`config.mk`:
```
export PLATFORM = sky130hd
export DESIGN_NAME = vram_arb_flat
export DESIGN_NICKNAME = d
export VERILOG_FILES = /design/src/rtl/vram_arb_pkg.sv /design/src/rtl/vram_arb_if.sv /design/src/rtl/vram_arb_rr2.sv /design/src/rtl/vram_arb.sv /design/src/flat_wrapper.sv
export SDC_FILE = /design/constraint.sdc
export NUM_CORES = 1
export LEC_CHECK = 0
export ABC_AREA = 1
export CAP_MARGIN = 20
export CORE_MARGIN = 5
export CORE_UTILIZATION = 30
export DETAILED_ROUTE_END_ITERATION = 7
export GPL_ROUTABILITY_DRIVEN = 0
export PLACE_DENSITY = 0.69
export RECOVER_POWER = 50
export REMOVE_ABC_BUFFERS = 1
export SLEW_MARGIN = 30
export SYNTH_ARGS = -nofsm -noshare
export SYNTH_HDL_FRONTEND = slang
export SYNTH_HIERARCHICAL = 1
export SYNTH_SLANG_ARGS = --single-unit
export TNS_END_PERCENT = 5
```
`constraint.sdc`:
```
create_clock -name clk_sys -period 4 [get_ports clk_sys]
set_clock_uncertainty 0.1 [all_clocks]
set_input_delay 1.2 -clock clk_sys [delete_from_list [all_inputs] [get_ports clk_sys]]
set_output_delay 1.2 -clock clk_sys [all_outputs]
set_load 0.005 [all_outputs]
```
`src/rtl/vram_arb_pkg.sv`:
```
// Shared definitions for the VRAM arbiter: agent encodings, default sizes and helpers.
// The display read path uses the same agent encodings.
package vram_arb_pkg;

  typedef enum logic [1:0] {
    AG_DISP = 2'd0,
    AG_CPU  = 2'd1,
    AG_DRAW = 2'd2,
    AG_NONE = 2'd3
  } agent_t;

  localparam int ADDRW_DEFAULT      = 16;
  localparam int DATAW_DEFAULT      = 32;
  localparam int STARVE_MAX_DEFAULT = 15;
  localparam int TAG_STAGES         = 2;

  // Starve counter width: enough for STARVE_MAX, never narrower than 4 bits.
  function automatic int starve_width(input int smax);
    return ($clog2(smax + 1) < 4) ? 4 : $clog2(smax + 1);
  endfunction

endpackage

```
`src/rtl/vram_arb_if.sv`:
```
// Requester and VRAM-side signal bundle of the arbiter. The arbiter uses the slave
// modport; the system (requesters plus VRAM macro) uses the master modport.
interface vram_arb_if #(
  parameter int ADDRW = 16,
  parameter int DATAW = 32
);
  logic             disp_req;
  logic [ADDRW-1:0] disp_addr;
  logic             disp_ack;

  logic             draw_req;
  logic [ADDRW-1:0] draw_addr;
  logic [DATAW-1:0] draw_data;
  logic [DATAW-1:0] draw_mask;
  logic             draw_ack;

  logic             cpu_req;
  logic             cpu_we;
  logic [ADDRW-1:0] cpu_addr;
  logic [DATAW-1:0] cpu_wdata;
  logic             cpu_ack;

  logic [DATAW-1:0] rdata;
  logic             disp_rvalid;
  logic             cpu_rvalid;

  logic [ADDRW-1:0] mem_addr;
  logic             mem_we;
  logic [DATAW-1:0] mem_wmask;
  logic [DATAW-1:0] mem_wdata;
  logic [DATAW-1:0] mem_rdata;

  modport slave (
    input  disp_req, disp_addr,
    input  draw_req, draw_addr, draw_data, draw_mask,
    input  cpu_req, cpu_we, cpu_addr, cpu_wdata,
    input  mem_rdata,
    output disp_ack, draw_ack, cpu_ack,
    output rdata, disp_rvalid, cpu_rvalid,
    output mem_addr, mem_we, mem_wmask, mem_wdata
  );

  modport master (
    output disp_req, disp_addr,
    output draw_req, draw_addr, draw_data, draw_mask,
    output cpu_req, cpu_we, cpu_addr, cpu_wdata,
    output mem_rdata,
    input  disp_ack, draw_ack, cpu_ack,
    input  rdata, disp_rvalid, cpu_rvalid,
    input  mem_addr, mem_we, mem_wmask, mem_wdata
  );

endinterface

```
`src/rtl/vram_arb_rr2.sv`:
```
// Two-way round-robin between CPU and drawing engine; the agent not granted last wins a tie.
// `last` only moves when the top level actually grants the round-robin winner.
module vram_arb_rr2
  import vram_arb_pkg::*;
(
  input  logic   clk_sys,
  input  logic   rst_sys,
  input  logic   cpu_req,
  input  logic   draw_req,
  input  logic   take,
  output agent_t winner
);

  agent_t last_reg;
  agent_t last_next;

  always_ff @(posedge clk_sys) begin
    if (!rst_sys) begin
      last_reg <= AG_DRAW;
    end else begin
      last_reg <= last_next;
    end
  end

  always_comb begin
    winner = AG_NONE;
    if (cpu_req && draw_req) begin
      winner = (last_reg == AG_CPU) ? AG_DRAW : AG_CPU;
    end else if (cpu_req) begin
      winner = AG_CPU;
    end else if (draw_req) begin
      winner = AG_DRAW;
    end
  end

  always_comb begin
    last_next = last_reg;
    if (take && (winner != AG_NONE)) begin
      last_next = winner;
    end
  end

endmodule

```
`src/rtl/vram_arb.sv`:
```
// Shared-VRAM arbiter: display reads have priority, CPU and drawing engine share the rest
// round-robin, and a starvation counter bounds how long they can be locked out.
module vram_arb
  import vram_arb_pkg::*;
#(
  parameter int ADDRW      = ADDRW_DEFAULT,
  parameter int DATAW      = DATAW_DEFAULT,
  parameter int STARVE_MAX = STARVE_MAX_DEFAULT
) (
  input logic       clk_sys,
  input logic       rst_sys,
  vram_arb_if.slave bus
);

  localparam int SW = starve_width(STARVE_MAX);
  localparam logic [SW-1:0] STARVE_LIM = SW'(STARVE_MAX);

  agent_t           rr_winner;
  agent_t           grant;
  agent_t           rd_tag;
  logic             rr_any;
  logic             starve_hit;
  logic             rr_take;
  logic [SW-1:0]    starve_reg, starve_next;
  logic [ADDRW-1:0] mem_addr_reg, mem_addr_next;
  logic             mem_we_reg, mem_we_next;
  logic [DATAW-1:0] mem_wmask_reg, mem_wmask_next;
  logic [DATAW-1:0] mem_wdata_reg, mem_wdata_next;
  agent_t           tag_reg  [TAG_STAGES];
  agent_t           tag_next [TAG_STAGES];

  vram_arb_rr2 u_rr (
    .clk_sys  (clk_sys),
    .rst_sys  (rst_sys),
    .cpu_req  (bus.cpu_req),
    .draw_req (bus.draw_req),
    .take     (rr_take),
    .winner   (rr_winner)
  );

  assign rr_any     = bus.cpu_req | bus.draw_req;
  assign starve_hit = rr_any && (starve_reg == STARVE_LIM);

  // Display wins unless a CPU/draw request has been refused long enough.
  always_comb begin
    grant = AG_NONE;
    if (rst_sys) begin
      if (bus.disp_req && !starve_hit) begin
        grant = AG_DISP;
      end else if (rr_any) begin
        grant = rr_winner;
      end
    end
  end

  assign rr_take      = (grant == AG_CPU) || (grant == AG_DRAW);
  assign bus.disp_ack = (grant == AG_DISP);
  assign bus.cpu_ack  = (grant == AG_CPU);
  assign bus.draw_ack = (grant == AG_DRAW);

  always_comb begin
    starve_next = '0;
    if (!rr_take && rr_any) begin
      starve_next = (starve_reg == STARVE_LIM) ? starve_reg : starve_reg + SW'(1);
    end
  end

  always_ff @(posedge clk_sys) begin
    if (!rst_sys) begin
      starve_reg <= '0;
    end else begin
      starve_reg <= starve_next;
    end
  end

  // VRAM command for the accepted transaction; idle cycles keep the address and wdata.
  always_comb begin
    mem_addr_next  = mem_addr_reg;
    mem_we_next    = 1'b0;
    mem_wmask_next = '0;
    mem_wdata_next = mem_wdata_reg;
    rd_tag         = AG_NONE;
    case (grant)
      AG_DISP: begin
        mem_addr_next = bus.disp_addr;
        rd_tag        = AG_DISP;
      end
      AG_CPU: begin
        mem_addr_next = bus.cpu_addr;
        if (bus.cpu_we) begin
          mem_we_next    = 1'b1;
          mem_wmask_next = '1;
          mem_wdata_next = bus.cpu_wdata;
        end else begin
          rd_tag = AG_CPU;
        end
      end
      AG_DRAW: begin
        mem_addr_next  = bus.draw_addr;
        mem_we_next    = 1'b1;
        mem_wmask_next = bus.draw_mask;
        mem_wdata_next = bus.draw_data;
      end
      default: begin
      end
    endcase
  end

  always_ff @(posedge clk_sys) begin
    if (!rst_sys) begin
      mem_addr_reg  <= '0;
      mem_we_reg    <= 1'b0;
      mem_wmask_reg <= '0;
      mem_wdata_reg <= '0;
    end else begin
      mem_addr_reg  <= mem_addr_next;
      mem_we_reg    <= mem_we_next;
      mem_wmask_reg <= mem_wmask_next;
      mem_wdata_reg <= mem_wdata_next;
    end
  end

  assign bus.mem_addr  = mem_addr_reg;
  assign bus.mem_we    = mem_we_reg;
  assign bus.mem_wmask = mem_wmask_reg;
  assign bus.mem_wdata = mem_wdata_reg;

  // Read-owner tags follow the VRAM latency so back-to-back reads return in order.
  genvar gi;
  generate
    for (gi = 0; gi < TAG_STAGES; gi++) begin : g_tag
      if (gi == 0) begin : g_head
        assign tag_next[gi] = rd_tag;
      end else begin : g_tail
        assign tag_next[gi] = tag_reg[gi-1];
      end
    end
  endgenerate

  always_ff @(posedge clk_sys) begin
    for (int i = 0; i < TAG_STAGES; i++) begin
      if (!rst_sys) begin
        tag_reg[i] <= AG_NONE;
      end else begin
        tag_reg[i] <= tag_next[i];
      end
    end
  end

  assign bus.rdata       = bus.mem_rdata;
  assign bus.disp_rvalid = (tag_reg[TAG_STAGES-1] == AG_DISP);
  assign bus.cpu_rvalid  = (tag_reg[TAG_STAGES-1] == AG_CPU);

endmodule
```
`src/flat_wrapper.sv`:
```
// flat-port wrapper written by rule: the top's interface ports become plain ports
module vram_arb_flat import vram_arb_pkg::*;
#(
  parameter int ADDRW      = ADDRW_DEFAULT,
  parameter int DATAW      = DATAW_DEFAULT,
  parameter int STARVE_MAX = STARVE_MAX_DEFAULT
)
  (clk_sys, rst_sys, bus_disp_req, bus_disp_addr, bus_draw_req, bus_draw_addr, bus_draw_data, bus_draw_mask, bus_cpu_req, bus_cpu_we, bus_cpu_addr, bus_cpu_wdata, bus_mem_rdata, bus_disp_ack, bus_draw_ack, bus_cpu_ack, bus_rdata, bus_disp_rvalid, bus_cpu_rvalid, bus_mem_addr, bus_mem_we, bus_mem_wmask, bus_mem_wdata);
  vram_arb_if #(.ADDRW(ADDRW), .DATAW(DATAW)) bus_i ();
  input logic clk_sys;
  input logic rst_sys;
  input wire logic [$bits(bus_i.disp_req)-1:0] bus_disp_req;
  input wire logic [$bits(bus_i.disp_addr)-1:0] bus_disp_addr;
  input wire logic [$bits(bus_i.draw_req)-1:0] bus_draw_req;
  input wire logic [$bits(bus_i.draw_addr)-1:0] bus_draw_addr;
  input wire logic [$bits(bus_i.draw_data)-1:0] bus_draw_data;
  input wire logic [$bits(bus_i.draw_mask)-1:0] bus_draw_mask;
  input wire logic [$bits(bus_i.cpu_req)-1:0] bus_cpu_req;
  input wire logic [$bits(bus_i.cpu_we)-1:0] bus_cpu_we;
  input wire logic [$bits(bus_i.cpu_addr)-1:0] bus_cpu_addr;
  input wire logic [$bits(bus_i.cpu_wdata)-1:0] bus_cpu_wdata;
  input wire logic [$bits(bus_i.mem_rdata)-1:0] bus_mem_rdata;
  output wire logic [$bits(bus_i.disp_ack)-1:0] bus_disp_ack;
  output wire logic [$bits(bus_i.draw_ack)-1:0] bus_draw_ack;
  output wire logic [$bits(bus_i.cpu_ack)-1:0] bus_cpu_ack;
  output wire logic [$bits(bus_i.rdata)-1:0] bus_rdata;
  output wire logic [$bits(bus_i.disp_rvalid)-1:0] bus_disp_rvalid;
  output wire logic [$bits(bus_i.cpu_rvalid)-1:0] bus_cpu_rvalid;
  output wire logic [$bits(bus_i.mem_addr)-1:0] bus_mem_addr;
  output wire logic [$bits(bus_i.mem_we)-1:0] bus_mem_we;
  output wire logic [$bits(bus_i.mem_wmask)-1:0] bus_mem_wmask;
  output wire logic [$bits(bus_i.mem_wdata)-1:0] bus_mem_wdata;
  assign bus_i.disp_req = bus_disp_req;
  assign bus_i.disp_addr = bus_disp_addr;
  assign bus_i.draw_req = bus_draw_req;
  assign bus_i.draw_addr = bus_draw_addr;
  assign bus_i.draw_data = bus_draw_data;
  assign bus_i.draw_mask = bus_draw_mask;
  assign bus_i.cpu_req = bus_cpu_req;
  assign bus_i.cpu_we = bus_cpu_we;
  assign bus_i.cpu_addr = bus_cpu_addr;
  assign bus_i.cpu_wdata = bus_cpu_wdata;
  assign bus_i.mem_rdata = bus_mem_rdata;
  assign bus_disp_ack = bus_i.disp_ack;
  assign bus_draw_ack = bus_i.draw_ack;
  assign bus_cpu_ack = bus_i.cpu_ack;
  assign bus_rdata = bus_i.rdata;
  assign bus_disp_rvalid = bus_i.disp_rvalid;
  assign bus_cpu_rvalid = bus_i.cpu_rvalid;
  assign bus_mem_addr = bus_i.mem_addr;
  assign bus_mem_we = bus_i.mem_we;
  assign bus_mem_wmask = bus_i.mem_wmask;
  assign bus_mem_wdata = bus_i.mem_wdata;
  vram_arb #(.ADDRW(ADDRW), .DATAW(DATAW), .STARVE_MAX(STARVE_MAX)) u_core (.clk_sys(clk_sys), .rst_sys(rst_sys), .bus(bus_i));
endmodule
```
==> summary.txt <==
STA
  – Least-Margin Pin Slew: 0.7393 ns
  – Slew HR: 50.71%
  – Final setup viols: 0
  – RSZ-0062 raised after global routing: no
  – Fin crit share: 96.33%
  – Min Hold Slack: 0.3135 ns
  – Pins Over Slew Limit: 0
  – Final hold viol count: 0
  – Final WS setup: 0.1469 ns
  – Tmin final: 3.853 ns
  – Fmax: 259.5 MHz

Run
  – Max_cap viols: 0

Route
  – Drt total wl: 15840 µm
  – DRT antenna net count: 0
  – DRT Pass-1 Iters: 4
  – Total number of vias: 4844
  – Post-DR vias/cell: 4.578
  – Routed wire per std cell: 14.97 µm
  – Iter 0 DRT Violations: 301
  – Residual DRC count: 0

Setup path
  – Worst R2R Start: u_core/starve_reg[0]
  – Crit Path Class: primary input to primary output
  – Element type at the critical path end: primary output
  – Worst path slowest cell: clkdlybuf4s50_1
  – Crit-path most repeated cell: clkdlybuf4s50_1
  – Crit path DAT: 2.55 ns
  – Worst r2r path cells: 9
  – Critical path, cell by cell: clkdlybuf4s50_1 -> nand2_1 -> o21bai_4 -> nand3_4 -> inv_1 -> clkdlybuf4s50_1
  – Critical Path RT: 2.70 ns
  – Reg-to-reg endpoint: u_core/bus.mem_wdata[11]
  – Critical path peak fanout: 7
  – Startpoint class of the critical path: primary input
  – Worst reg2reg setup slack: 1.41 ns
  – Peak per-stage delay on the critical path: 0.51 ns

Placed design
  – HPWL Detailed: 11490 µm
  – Instance area at placement: 0.006792 mm²
  – Worst slack at placement: -0.2198 ns
  – Port Buf Inserts: 235

Synthesis
  – Top-area cell type share of the netlist area: 40.75%
  – #FFs+latches synth: 91
  – Syn avg cell area: 6.565 µm²
  – Post-synthesis cell count: 681
  – Cell accounting for the most synthesized area: dfxtp_1
  – Asr flop ratio synth: 0%
  – Synth top cells by count: 194 x nand2_1, 102 x nor2_1, 91 x dfxtp_1, 73 x nand3_1, 58 x inv_1
  – Top cells by area, synth: dfxtp_1 41%, nand2_1 16%, nor2_1 8.6%, nand3_1 8.2%, buf_4 5.5%
  – Post-synthesis simple-gate area fraction: 39.35%
  – EDFF count, synth: 0
  – Largest family of logic cells by synthesized area: simple AND/OR/NAND/NOR gates
  – Count of unique library cells instantiated by Yosys: 26
  – Seq/Total Area, Yosys: 40.75%
  – Synth Area in Compound Gates: 4.478%
  – Post-Syn Area: 0.004471 mm²
  – Top-count cell post-synth: nand2_1
  – Number of synthesis warnings: 6
  – Ys flop type: dfxtp_1
  – Synth Area in XOR/XNOR: 0.1959%
  – Adder-cell share of the synthesized area: 0.2799%
  – Mux cell area share after synthesis: 0%

Floorplanning
  – Width of the die: 132.1 µm
  – Core Footprint: 0.01459 mm²
  – Cell row count: 44
  – Die Area: 0.01744 mm²
  – Starting density of the core: 30.64%
  – Die Ht: 132.1 µm
  – I/O pin count: 300

CTS
  – Htree depth: 3
  – CTS hold repair buffers: 0
  – Total CTS buffers: 9
  – Clock sinks: 91
  – Clock Tree Buf Depth: 2
  – CTS tree: done
  – Reg clk slew, reported paths: 0.06 ns
  – Clock insertion delay at the later pin of the skew report: 0.34 ns
  – Root Buffer: clkbuf_16

Power
  – Design Power: 0.002403 W
  – Clk network pwr share: 38.2%
  – Sw power: 0.0005976 W
  – Sw Ratio: 24.87%
  – Leakage: 3.559 nW
  – Max VDD drop: 0.1732 mV
  – Flop pwr share: 41.3%
  – Combinational power share: 20.5%
  – PwrDens: 336.9 mW/mm²
  – Pint: 0.001806 W

Worst hold path
  – Min-Delay Endpoint: u_core/tag_reg[1][1]
  – Hold Path Class: flip-flop to flip-flop
  – Hold Path Origin: u_core/tag_reg[0][1]
  – Worst hold stages: 1

GRT
  – First-pass GRT wire length: 24730 µm
  – GR Overflow Total: 0
  – Largest net degree at the start of global routing: 100
  – GRT Overall Usage: 17.53%
  – Vias in the first global route: 4544
  – Initial antenna violation count: 0

Finish
  – Antenna cells: 0
  – Fraction of layout instances using a drive strength above 1: 5.950%
  – Fin nets: 1052
  – Final instance area: 0.007133 mm²
  – Synthesis-to-finish area growth: 59.56%

Outcome
  – Status: complete, no violations
## metrics by stage
step | TNS [ns] | std cells | utilization, %
floorplan | -181.94 | 603 | -
global placement | -2.691 | 1041 | 46.55
detailed placement | -6.169 | 1041 | 46.55
CTS | 0 | 1057 | 48.82
global route | 0 | 1058 | 48.89
finish | 0 | 1058 | 48.89
## final cells by class
type	count	area, µm²
tap	184	230.2
fill	1443	7456
timing repair buffer	255	2519
clock inverter	7	102.6
inverter	60	225.2
clock buffer	9	225.2
multi-input combinational	452	2009
sequential	91	1822
## how the worst max path moves through the flow
stage / start / end / depth (start not counted)
floorplan: bus_draw_req / bus_draw_ack / 4
detailed placement: bus_draw_req / bus_draw_ack / 7
finish: bus_disp_req / bus_draw_ack / 6
CTS: bus_cpu_req / bus_disp_ack / 8
global placement: bus_cpu_req / bus_cpu_ack / 7
global route: bus_disp_req / bus_draw_ack / 6
## timing repair
| action | CTS | global route |
|---|---|---|
| pin swaps | 0 | 1 |
| resized for setup | 3 | 6 |
| setup endpoints to repair | 3 | 3 |
| setup buffers | 0 | 1 |
## routing by layer
layer  part of all wire [%]  up-vias  global-route usage (%)
li1                       -     2486                       -
met1                     42     2111                   21.38
met2                     44      226                   26.92
met3                     11       19                   8.588
met4                    1.6        2                   5.429
met5                   0.48        -                   3.056
## critical path: cells and delay by family
family,cells,cell delay (ns)
compound gates,1,0.16
simple gates,2,0.18
buf+inv,3,1.01
## layout by cell type, fill, tap and decap left out, types with 16 or more instances in the layout
| cell type | count |
|---|---|
| a21oi_1 | 19 |
| clkdlybuf4s50_1 | 162 |
| buf_4 | 17 |
| nand4_1 | 33 |
| dfxtp_1 | 91 |
| nand2_1 | 194 |
| nor2_1 | 102 |
| o21ai_0 | 16 |
| dlygate4sd3_1 | 69 |
| inv_1 | 59 |
| nand3_1 | 73 |
## kinds of logic (layout without fill, tap and decap cells)
family	count (synthesis)	count (layout)
flip-flops	91	91
AO/OA/AOI/OAI	38	38
AND/OR/NAND/NOR	412	412
XOR/XNOR	1	1
buffers and inverters	138	331
adder cells (fa/ha/maj)	1	1
## power by group through the flow
stage	clock (W)	sequential, W	combinational, W
after detailed placement	0	0.00102	0.000513
after global routing	0.000992	0.00100	0.000544
final	0.000918	0.000992	0.000493
after CTS	0.000952	0.000995	0.000516
after global placement	0	0.00101	0.000510
after floorplan	0	0.00102	0.000174
No activity file was read; power rests on OpenSTA's default activity.
